--- config.mk ---
export PLATFORM = sky130hd
export DESIGN_NAME = score_event_scheduler
export DESIGN_NICKNAME = d
export VERILOG_FILES = /design/src/rtl/score_pkg.sv /design/src/rtl/rr_arbiter.sv /design/src/rtl/score_event_scheduler.sv
export SDC_FILE = /design/constraint.sdc
export NUM_CORES = 1
export LEC_CHECK = 0
export ABC_AREA = 1
export BUFFER_PORTS_ARGS = -buffer_cell sky130_fd_sc_hd__buf_2
export CELL_PAD_IN_SITES_DETAIL_PLACEMENT = 1
export CELL_PAD_IN_SITES_GLOBAL_PLACEMENT = 1
export CORE_MARGIN = 5
export CORE_UTILIZATION = 47
export DETAILED_ROUTE_END_ITERATION = 10
export HOLD_SLACK_MARGIN = 0.06
export PLACE_DENSITY_LB_ADDON = 0.1
export SKIP_LAST_GASP = 1
export SLEW_MARGIN = 20
export SYNTH_ARGS = -nofsm -noshare
export SYNTH_HDL_FRONTEND = slang
export SYNTH_HIERARCHICAL = 1
export SYNTH_SLANG_ARGS = --single-unit
--- constraint.sdc ---
create_clock -name clk -period 6.8 [get_ports clk]
set_input_delay 0 -clock clk [delete_from_list [all_inputs] [get_ports clk]]
set_output_delay 0 -clock clk [all_outputs]
set_load 0.005 [all_outputs]
--- src/rtl/score_pkg.sv ---
// Shared types for the score event scheduler: FSM states and issued event kinds.
package score_pkg;

   typedef enum logic [1:0] {S_IDLE, S_ISSUE, S_GAP, S_FROZEN} sched_state_t;
   typedef enum logic [1:0] {EV_NONE, EV_HIT, EV_BONUS, EV_CHEAT} score_ev_t;

endpackage

--- src/rtl/rr_arbiter.sv ---
// Round-robin arbiter: grants the first requester at or after ptr, wrapping modulo N.
module rr_arbiter #(
   parameter int N     = 4,
   parameter int PTR_W = (N > 1) ? $clog2(N) : 1
) (
   input  logic [N-1:0]     req,
   input  logic [PTR_W-1:0] ptr,
   output logic [N-1:0]     grant,
   output logic             valid
);

   logic [PTR_W:0]   sum;
   logic [PTR_W-1:0] idx;

   always_comb begin
      grant = '0;
      valid = 1'b0;
      sum   = '0;
      idx   = '0;
      for (int k = 0; k < N; k++) begin
         sum = {1'b0, ptr} + (PTR_W+1)'(k);
         if (sum >= (PTR_W+1)'(N)) sum = sum - (PTR_W+1)'(N);
         idx = sum[PTR_W-1:0];
         if (!valid && req[idx]) begin
            grant[idx] = 1'b1;
            valid      = 1'b1;
         end
      end
   end

endmodule

--- src/rtl/score_event_scheduler.sv ---
// Serialises hit/bonus/cheat requests from several sources into paced single-cycle
// pulses for the BCD score counter; freezes on game over or score terminal count.
//
//   state    | meaning
//   S_IDLE   | nothing in flight, waiting for a pending event
//   S_ISSUE  | driving exactly one pulse from the latched grant
//   S_GAP    | forced idle spacing after a pulse
//   S_FROZEN | game finished, everything cleared and ignored until reset
module score_event_scheduler
   import score_pkg::*;
#(
   parameter int NUM_SRC    = 4,
   parameter int PEND_W     = 3,
   parameter int GAP_CYCLES = 1
) (
   input  logic               clk,
   input  logic               reset,
   input  logic [NUM_SRC-1:0] srcHit,
   input  logic [NUM_SRC-1:0] srcBonus,
   input  logic               cheatReq,
   input  logic               gameOver,
   input  logic               scoreTc,
   output logic               hit,
   output logic               bonus,
   output logic               scoreCheat,
   output logic               busy,
   output logic               dropped
);

   localparam int PTR_W = (NUM_SRC > 1) ? $clog2(NUM_SRC) : 1;
   localparam int GAP_W = (GAP_CYCLES > 1) ? $clog2(GAP_CYCLES) : 1;
   localparam logic [PEND_W-1:0] PEND_MAX = '1;
   localparam logic [GAP_W-1:0]  GAP_LOAD = GAP_W'(GAP_CYCLES - 1);

   sched_state_t       state, state_nxt;
   score_ev_t          ev_q, ev_sel;
   logic [PEND_W-1:0]  hit_pend   [NUM_SRC];
   logic [PEND_W-1:0]  bonus_pend [NUM_SRC];
   logic               cheat_pend, cheat_q;
   logic [PTR_W-1:0]   rr_ptr, rr_next, src_q, grant_idx;
   logic [GAP_W-1:0]   gap_cnt;
   logic [NUM_SRC-1:0] src_req, grant;
   logic [NUM_SRC-1:0] hit_dec, bonus_dec, hit_drop, bonus_drop;
   logic               grant_valid, any_pending, freeze, load_grant, issuing;
   logic               cheat_rise, cheat_dec, cheat_drop;

   function automatic logic [PEND_W-1:0] pend_next(input logic [PEND_W-1:0] cnt,
                                                   input logic inc, input logic dec);
      logic [PEND_W-1:0] r;
      r = cnt;
      if (inc && !dec && cnt != PEND_MAX) r = cnt + PEND_W'(1);
      else if (!inc && dec)               r = cnt - PEND_W'(1);
      return r;
   endfunction

   rr_arbiter #(.N(NUM_SRC), .PTR_W(PTR_W)) u_rr_arbiter (
      .req   (src_req),
      .ptr   (rr_ptr),
      .grant (grant),
      .valid (grant_valid)
   );

   assign issuing     = (state == S_ISSUE);
   assign any_pending = cheat_pend | grant_valid;
   assign freeze      = gameOver | scoreTc | (state == S_FROZEN);
   assign cheat_rise  = cheatReq & ~cheat_q;
   assign cheat_dec   = issuing && (ev_q == EV_CHEAT);
   assign cheat_drop  = cheat_rise & cheat_pend & ~cheat_dec;
   assign rr_next     = (grant_idx == PTR_W'(NUM_SRC - 1)) ? '0 : grant_idx + PTR_W'(1);

   always_comb begin
      src_req    = '0;
      hit_dec    = '0;
      bonus_dec  = '0;
      hit_drop   = '0;
      bonus_drop = '0;
      grant_idx  = '0;
      for (int i = 0; i < NUM_SRC; i++) begin
         src_req[i]    = (hit_pend[i] != '0) || (bonus_pend[i] != '0);
         hit_dec[i]    = issuing && (ev_q == EV_HIT)   && (src_q == PTR_W'(i));
         bonus_dec[i]  = issuing && (ev_q == EV_BONUS) && (src_q == PTR_W'(i));
         hit_drop[i]   = srcHit[i]   && !hit_dec[i]   && (hit_pend[i] == PEND_MAX);
         bonus_drop[i] = srcBonus[i] && !bonus_dec[i] && (bonus_pend[i] == PEND_MAX);
         if (grant[i]) grant_idx = PTR_W'(i);
      end
   end

   // Cheat always wins the slot; within a source, bonus goes before hit.
   always_comb begin
      ev_sel = EV_HIT;
      if (cheat_pend)                     ev_sel = EV_CHEAT;
      else if (bonus_pend[grant_idx] != '0) ev_sel = EV_BONUS;
   end

   always_comb begin
      state_nxt  = state;
      load_grant = 1'b0;
      if (gameOver || scoreTc) begin
         state_nxt = S_FROZEN;
      end else begin
         case (state)
            S_IDLE: begin
               if (any_pending) begin
                  state_nxt  = S_ISSUE;
                  load_grant = 1'b1;
               end
            end
            S_ISSUE: state_nxt = S_GAP;
            S_GAP: begin
               if (gap_cnt == '0) begin
                  if (any_pending) begin
                     state_nxt  = S_ISSUE;
                     load_grant = 1'b1;
                  end else begin
                     state_nxt = S_IDLE;
                  end
               end
            end
            S_FROZEN: state_nxt = S_FROZEN;
            default:  state_nxt = S_IDLE;
         endcase
      end
   end

   always_ff @(posedge clk) begin
      if (reset) begin
         state   <= S_IDLE;
         ev_q    <= EV_NONE;
         src_q   <= '0;
         rr_ptr  <= '0;
         gap_cnt <= '0;
         cheat_q <= 1'b0;
      end else begin
         state   <= state_nxt;
         cheat_q <= cheatReq;
         if (load_grant) begin
            ev_q  <= ev_sel;
            src_q <= grant_idx;
            if (ev_sel != EV_CHEAT) rr_ptr <= rr_next;
         end
         if (issuing)                           gap_cnt <= GAP_LOAD;
         else if (state == S_GAP && gap_cnt != '0) gap_cnt <= gap_cnt - GAP_W'(1);
      end
   end

   always_ff @(posedge clk) begin
      if (reset || freeze) begin
         for (int i = 0; i < NUM_SRC; i++) begin
            hit_pend[i]   <= '0;
            bonus_pend[i] <= '0;
         end
         cheat_pend <= 1'b0;
         dropped    <= 1'b0;
      end else begin
         for (int i = 0; i < NUM_SRC; i++) begin
            hit_pend[i]   <= pend_next(hit_pend[i],   srcHit[i],   hit_dec[i]);
            bonus_pend[i] <= pend_next(bonus_pend[i], srcBonus[i], bonus_dec[i]);
         end
         cheat_pend <= cheat_rise | (cheat_pend & ~cheat_dec);
         dropped    <= (|hit_drop) | (|bonus_drop) | cheat_drop;
      end
   end

   assign hit        = issuing && (ev_q == EV_HIT);
   assign bonus      = issuing && (ev_q == EV_BONUS);
   assign scoreCheat = issuing && (ev_q == EV_CHEAT);
   assign busy       = issuing || (state == S_GAP) || any_pending;

endmodule

; ---- After elaboration in Yosys (flattened, before gate mapping)
; Memories as Yosys holds them, arrays and structs flattened.
; Cells that the tools add are included.
[totals]
inputBits = 13
memories = 2
mem_bits_rw = 24
output_inout_bits = 5
wordCells = 271
register_bits = 12
[mem_list]
columns = name, words, word_bits, rd, rd_clocked_by_memory_dff, wr, line
row1 = bonus_pend, 4, 3, 5, 0, 4, score_event_scheduler.sv:38  ; logic [PEND_W-1:0] bonus_pend [NUM_SRC];
row2 = hit_pend, 4, 3, 4, 0, 4, score_event_scheduler.sv:37  ; logic [PEND_W-1:0] hit_pend [NUM_SRC];
[op_classes]
order_cmp = 12
n_reduce_logical = 94
n_eq_ne = 29
n_bitwise = 23
mux = 78
n_addsub = 25
[ops]
columns = cell, n
row1 = 3-bit two-way mux, 32
row2 = 1-bit logical AND, 51
row3 = 3-bit inequality test (second input constant), 10
row4 = 3-bit nonzero test, 9
row5 = 3-bit by 1-bit adder with 3-bit output (second input constant), 8
row6 = 3-bit equality test (second input constant), 8
row7 = 2-bit two-way mux, 12
row8 = 3-bit by 1-bit subtractor with 3-bit output (second input constant), 8
row9 = 1-bit two-way mux, 20
row10 = 1-bit logical NOT, 19
row11 = 4-bit two-way mux, 4
row12 = 2-bit equality test (second input constant), 7
row13 = 1-bit bitwise OR, 14
row14 = 2-bit by 3-bit less-than comparator with 1-bit output (second input constant), 4
row15 = 4-bit bitwise OR, 3
row16 = 3-bit greater-or-equal comparator (second input constant), 3
row17 = 1-bit binary-select mux with 2-bit select, 4
row18 = 1-bit demux with 2-bit select, 4
row19 = 2-bit by 1-bit greater-or-equal comparator with 1-bit output (second input constant), 4
row20 = 1-bit logical OR, 8
row21 = 2-bit one-hot mux with 4 select lines, 1
row22 = 4-bit OR reduction, 2
row23 = 2-bit by 1-bit subtractor with 2-bit output (second input constant), 4
row24 = 2-bit by 2-bit adder with 3-bit output (second input constant), 2
row25 = 12 further kinds, 20

; ---- Longest topological paths before layout
; An unclocked memory read counts as a cell.
[logic_depth]
depth_word = 24
ltp_mapped = 18

; ---- Cells and area by module
; Netlist, hierarchy kept.
[modules_own_cells]
columns = mod, n_inst, cells_per_inst, seq_area_each_um2, area_per_inst_um2
row1 = score_event_scheduler, 1, 287, 720.7, 2135.8
row2 = rr_arbiter, 1, 76, 0.0, 424.2

; ---- Least setup slack after synthesis
; OpenSTA, ideal clock, no wires.
[synth_path]
path_type = register -> register
start = register rr_ptr[0]
end = register ev_q[1]
t_required_ns = 6.691
path_buffers = 0
setup_ns = 0.109
stages_incl_launch_ff = 17
slack_ns = 4.561
t_arrival_ns = 2.130
path_cell_list = dfxtp_1 -> inv_2 -> ha_1 -> inv_1 -> nand3_1 -> nand2_1 -> nand2_4 -> nor2_4 -> nand3_1 -> nand2_1 -> inv_1 -> a21oi_1 -> inv_1 -> o211ai_1 -> nand3_1 -> nand2_1 -> inv_1
[synth_via]
word_cells_on_any_way = 72
[synth_lines]
columns = item, line
row1 = from (decl), score_event_scheduler.sv:40  ; logic [PTR_W-1:0] rr_ptr, rr_next, src_q, grant_idx;
row2 = from (signal assigned), score_event_scheduler.sv:139  ; if (ev_sel != EV_CHEAT) rr_ptr <= rr_next;
row3 = branches (longest 13 deep; another with 2-bit by 1-bit adder with 3-bit output), -
row4 = 4-bit two-way mux *, rr_arbiter.sv:24  ; if (!valid && req[idx]) begin
row5 = named net grant[2], score_event_scheduler.sv:42  ; logic [NUM_SRC-1:0] src_req, grant;
row6 = 2-bit two-way mux * (2 in series), score_event_scheduler.sv:84  ; if (grant[i]) grant_idx = PTR_W'(i);
row7 = memory 4 x 3 bit *, -
row8 = 3-bit nonzero test *, score_event_scheduler.sv:92  ; else if (bonus_pend[grant_idx] != '0) ev_sel = EV_BONUS;
row9 = 2-bit two-way mux *, score_event_scheduler.sv:92
row10 = 2-bit two-way mux *, score_event_scheduler.sv:91  ; if (cheat_pend) ev_sel = EV_CHEAT;
row11 = to (signal assigned), score_event_scheduler.sv:137  ; ev_q <= ev_sel;
row12 = to (decl), score_event_scheduler.sv:36  ; score_ev_t ev_q, ev_sel;
; Mark *: on every way through the listed nets, which the timed path passes. The select of a mux whose other input is x is not followed.
; A chain may end at the register's enable or synchronous reset.

; ---- Final worst setup path
; Ends and elaborated chain as after synthesis.

==> flow_metrics.tcl <==
set metrics [dict create \
    ioPinCount 18 \
    start_kind "register" \
    diodes 0 \
    via_count 2415 \
    status "complete, no violations" \
    maxSlewViolCount 0 \
    p_leak_uw 0.001278 \
    crit_required_ns 7.00 \
    rsz0062_at_grt "no" \
    reg2reg_slack_ns 4.11 \
    postCtsSetupRepairBufs 0 \
    crit_arrival_ns 2.89 \
    path_clk_slew_ns 0.08 \
    fin_util_pct 54.28 \
    timing.final.crit_share_pct 39.60 \
    cts_buffers 5 \
    p_per_area_nw_per_um2 190.0 \
    coreArea_um2 5172 \
    combPwrFrac_pct 25.6 \
    cts-root-buf "clkbuf_8" \
    post-dp-hpwl_um 5119 \
    clock_latency_ns 0.29 \
    pwr-share-clk_pct 31.0 \
    cell_internal_pwr_uw 348.7 \
    worst_slack_ns 4.107 \
    yosysWarnings 6 \
    grt_max_degree 24 \
    hold_viol_final 0 \
    min_path_cells 4 \
    fin_total_pwr_uw 533.5 \
    finalSetupViolations 0 \
    path_max_fanout 12 \
    worst_slew_margin_rel_pct 68.13 \
    clock-sinks 36 \
    cts_tree "built" \
    ff2ff_path_depth 16 \
    grt_pass1_vias 2483 \
    htreeDepth 2 \
    switchingPower_uw 184.7 \
    drc_errors 0 \
    io_buffers 17 \
    cts_resized 0 \
    vias_per_cell 5.355 \
    cap_violations 0 \
    p_seq_share_pct 43.5 \
    swShare_pct 34.63 \
    pre_cts_ws_ns 4.089 \
    setup_tns_ns 0 \
    worst_r2r_startpoint "rr_ptr[0]" \
    dr.pass1.iters 4 \
    fin_nets 412 \
    rows 26 \
    clock.fmax_mhz 371.3 \
    worstMarginPinSlew_ns 0.4774 \
    cts_hold_buffers 3 \
    start_util_pct 48.84 \
    clock_path_buffers 2 \
    peakVddDrop_v 0.0001228 \
    synth_cells 355 \
    period_minus_slack_ns 2.693 \
    wl_um 6582 \
    grt_pass1_wl_um 11200 \
    area_delta_synth_final_pct 11.14 \
    globalplace.congestion 0.8212 \
    worstHoldEndpoint "bonus_pend[2][1]" \
    globalRouteTotalUtil_pct 19.46 \
    syn_area_um2 2526 \
    setup.worst_path.class "reg2reg" \
    r2r_end "ev_q[1]" \
    ant_nets 0 \
    grt_overflow 0 \
    drive_above_1_share_pct 14.44 \
    avgSynthCellArea_um2 7.116 \
    die_h_um 83.32 \
    die_area_um2 6941 \
    antenna_found_initial 0 \
    drtIter0Drc 66 \
    wire_per_inst_um 14.59 \
    die-width_um 83.32 \
    synth_nets 387 \
    fin_worst_skew_ns 0.01007 \
    hold_path.class "in2reg" \
    crit_path_end_kind "register" \
    hp-start "srcBonus[2]" \
]
==> per-stage QoR <==
stage | cell area, um^2 | cells | hold slack, ns
global placement | 2684 | 440 | 0.2405
detailed placement | 2684 | 440 | 0.2471
global route | 2808 | 451 | 0.1383
floorplan | 2526 | 355 | 0.07118
finish | 2808 | 451 | 0.1189
CTS | 2808 | 451 | 0.1159
==> layout make-up <==
type | count | area (um^2)
fill | 701 | 2365
multi-input combinational | 286 | 1674
sequential | 36 | 720.7
inverter | 31 | 116.4
timing repair buffer | 20 | 115.1
tap | 70 | 87.58
clock buffer | 7 | 86.33
clock inverter | 1 | 7.507
==> power groups by stage <==
stage,clock network [uW],logic (uW),registers (uW)
after global placement,0,131,236
after CTS,165,138,232
after floorplan,0,103,233
after global routing,181,155,234
final,165,136,232
after detailed placement,0,136,237
==> state kept, by name, summed over array words and instances (netlist names) <==
name	count
rr_ptr	2
ev_q	2
hit_pend	12
dropped	1
src_q	2
bonus_pend	12
cheat_pend	1
state	2
cheat_q	1
gap_cnt	1
==> cells in the final DEF, fill, tap and decap left out, types with 3 or more instances in the layout <==
cell type / instances
o21ai_1: 10
buf_2: 17
nand3_1: 28
dlygate4sd3_1: 3
nor2_1: 47
nor3_1: 7
nand4_1: 9
nand3b_1: 14
nand2_1: 72
nand2_2: 9
dfxtp_1: 36
nor2_4: 3
fa_1: 8
nand3_2: 9
inv_1: 29
a21oi_1: 24
ha_1: 11
o21ai_0: 20
clkbuf_8: 6
==> critical path, stage by stage, from the launching register on <==
cell	delay, ns
dfxtp_1	0.62
inv_2	0.18
ha_1	0.37
inv_1	0.11
nand3_1	0.09
nand2_1	0.15
nand2_4	0.07
nor2_4	0.11
nand3_1	0.08
nand2_1	0.11
inv_1	0.06
a21oi_1	0.16
inv_1	0.10
o211ai_1	0.13
nand3_1	0.14
nand2_1	0.08
inv_1	0.03
==> per-layer routing <==
metal	vias up	GRT usage [%]	part of all wire [%]	wire, um
li1	1240	-	-	-
met1	1151	23.09	46	3033
met2	19	36.22	51	3355
met3	5	3.267	2.1	139
met4	0	4.458	0.81	53
met5	-	0	0	0
==> worst max path at each step <==
stage,start,to,slack [ns],cells after the start
after floorplan,rr_ptr[0],ev_q[1],4.58,16
after global placement,rr_ptr[0],ev_q[1],4.18,16
after detailed placement,rr_ptr[0],ev_q[1],4.09,16
after CTS,rr_ptr[0],ev_q[1],4.08,16
after global routing,rr_ptr[0],state[1],3.77,14
final,rr_ptr[0],ev_q[1],4.11,16
Note: power is estimated with default switching activity, not from simulation.
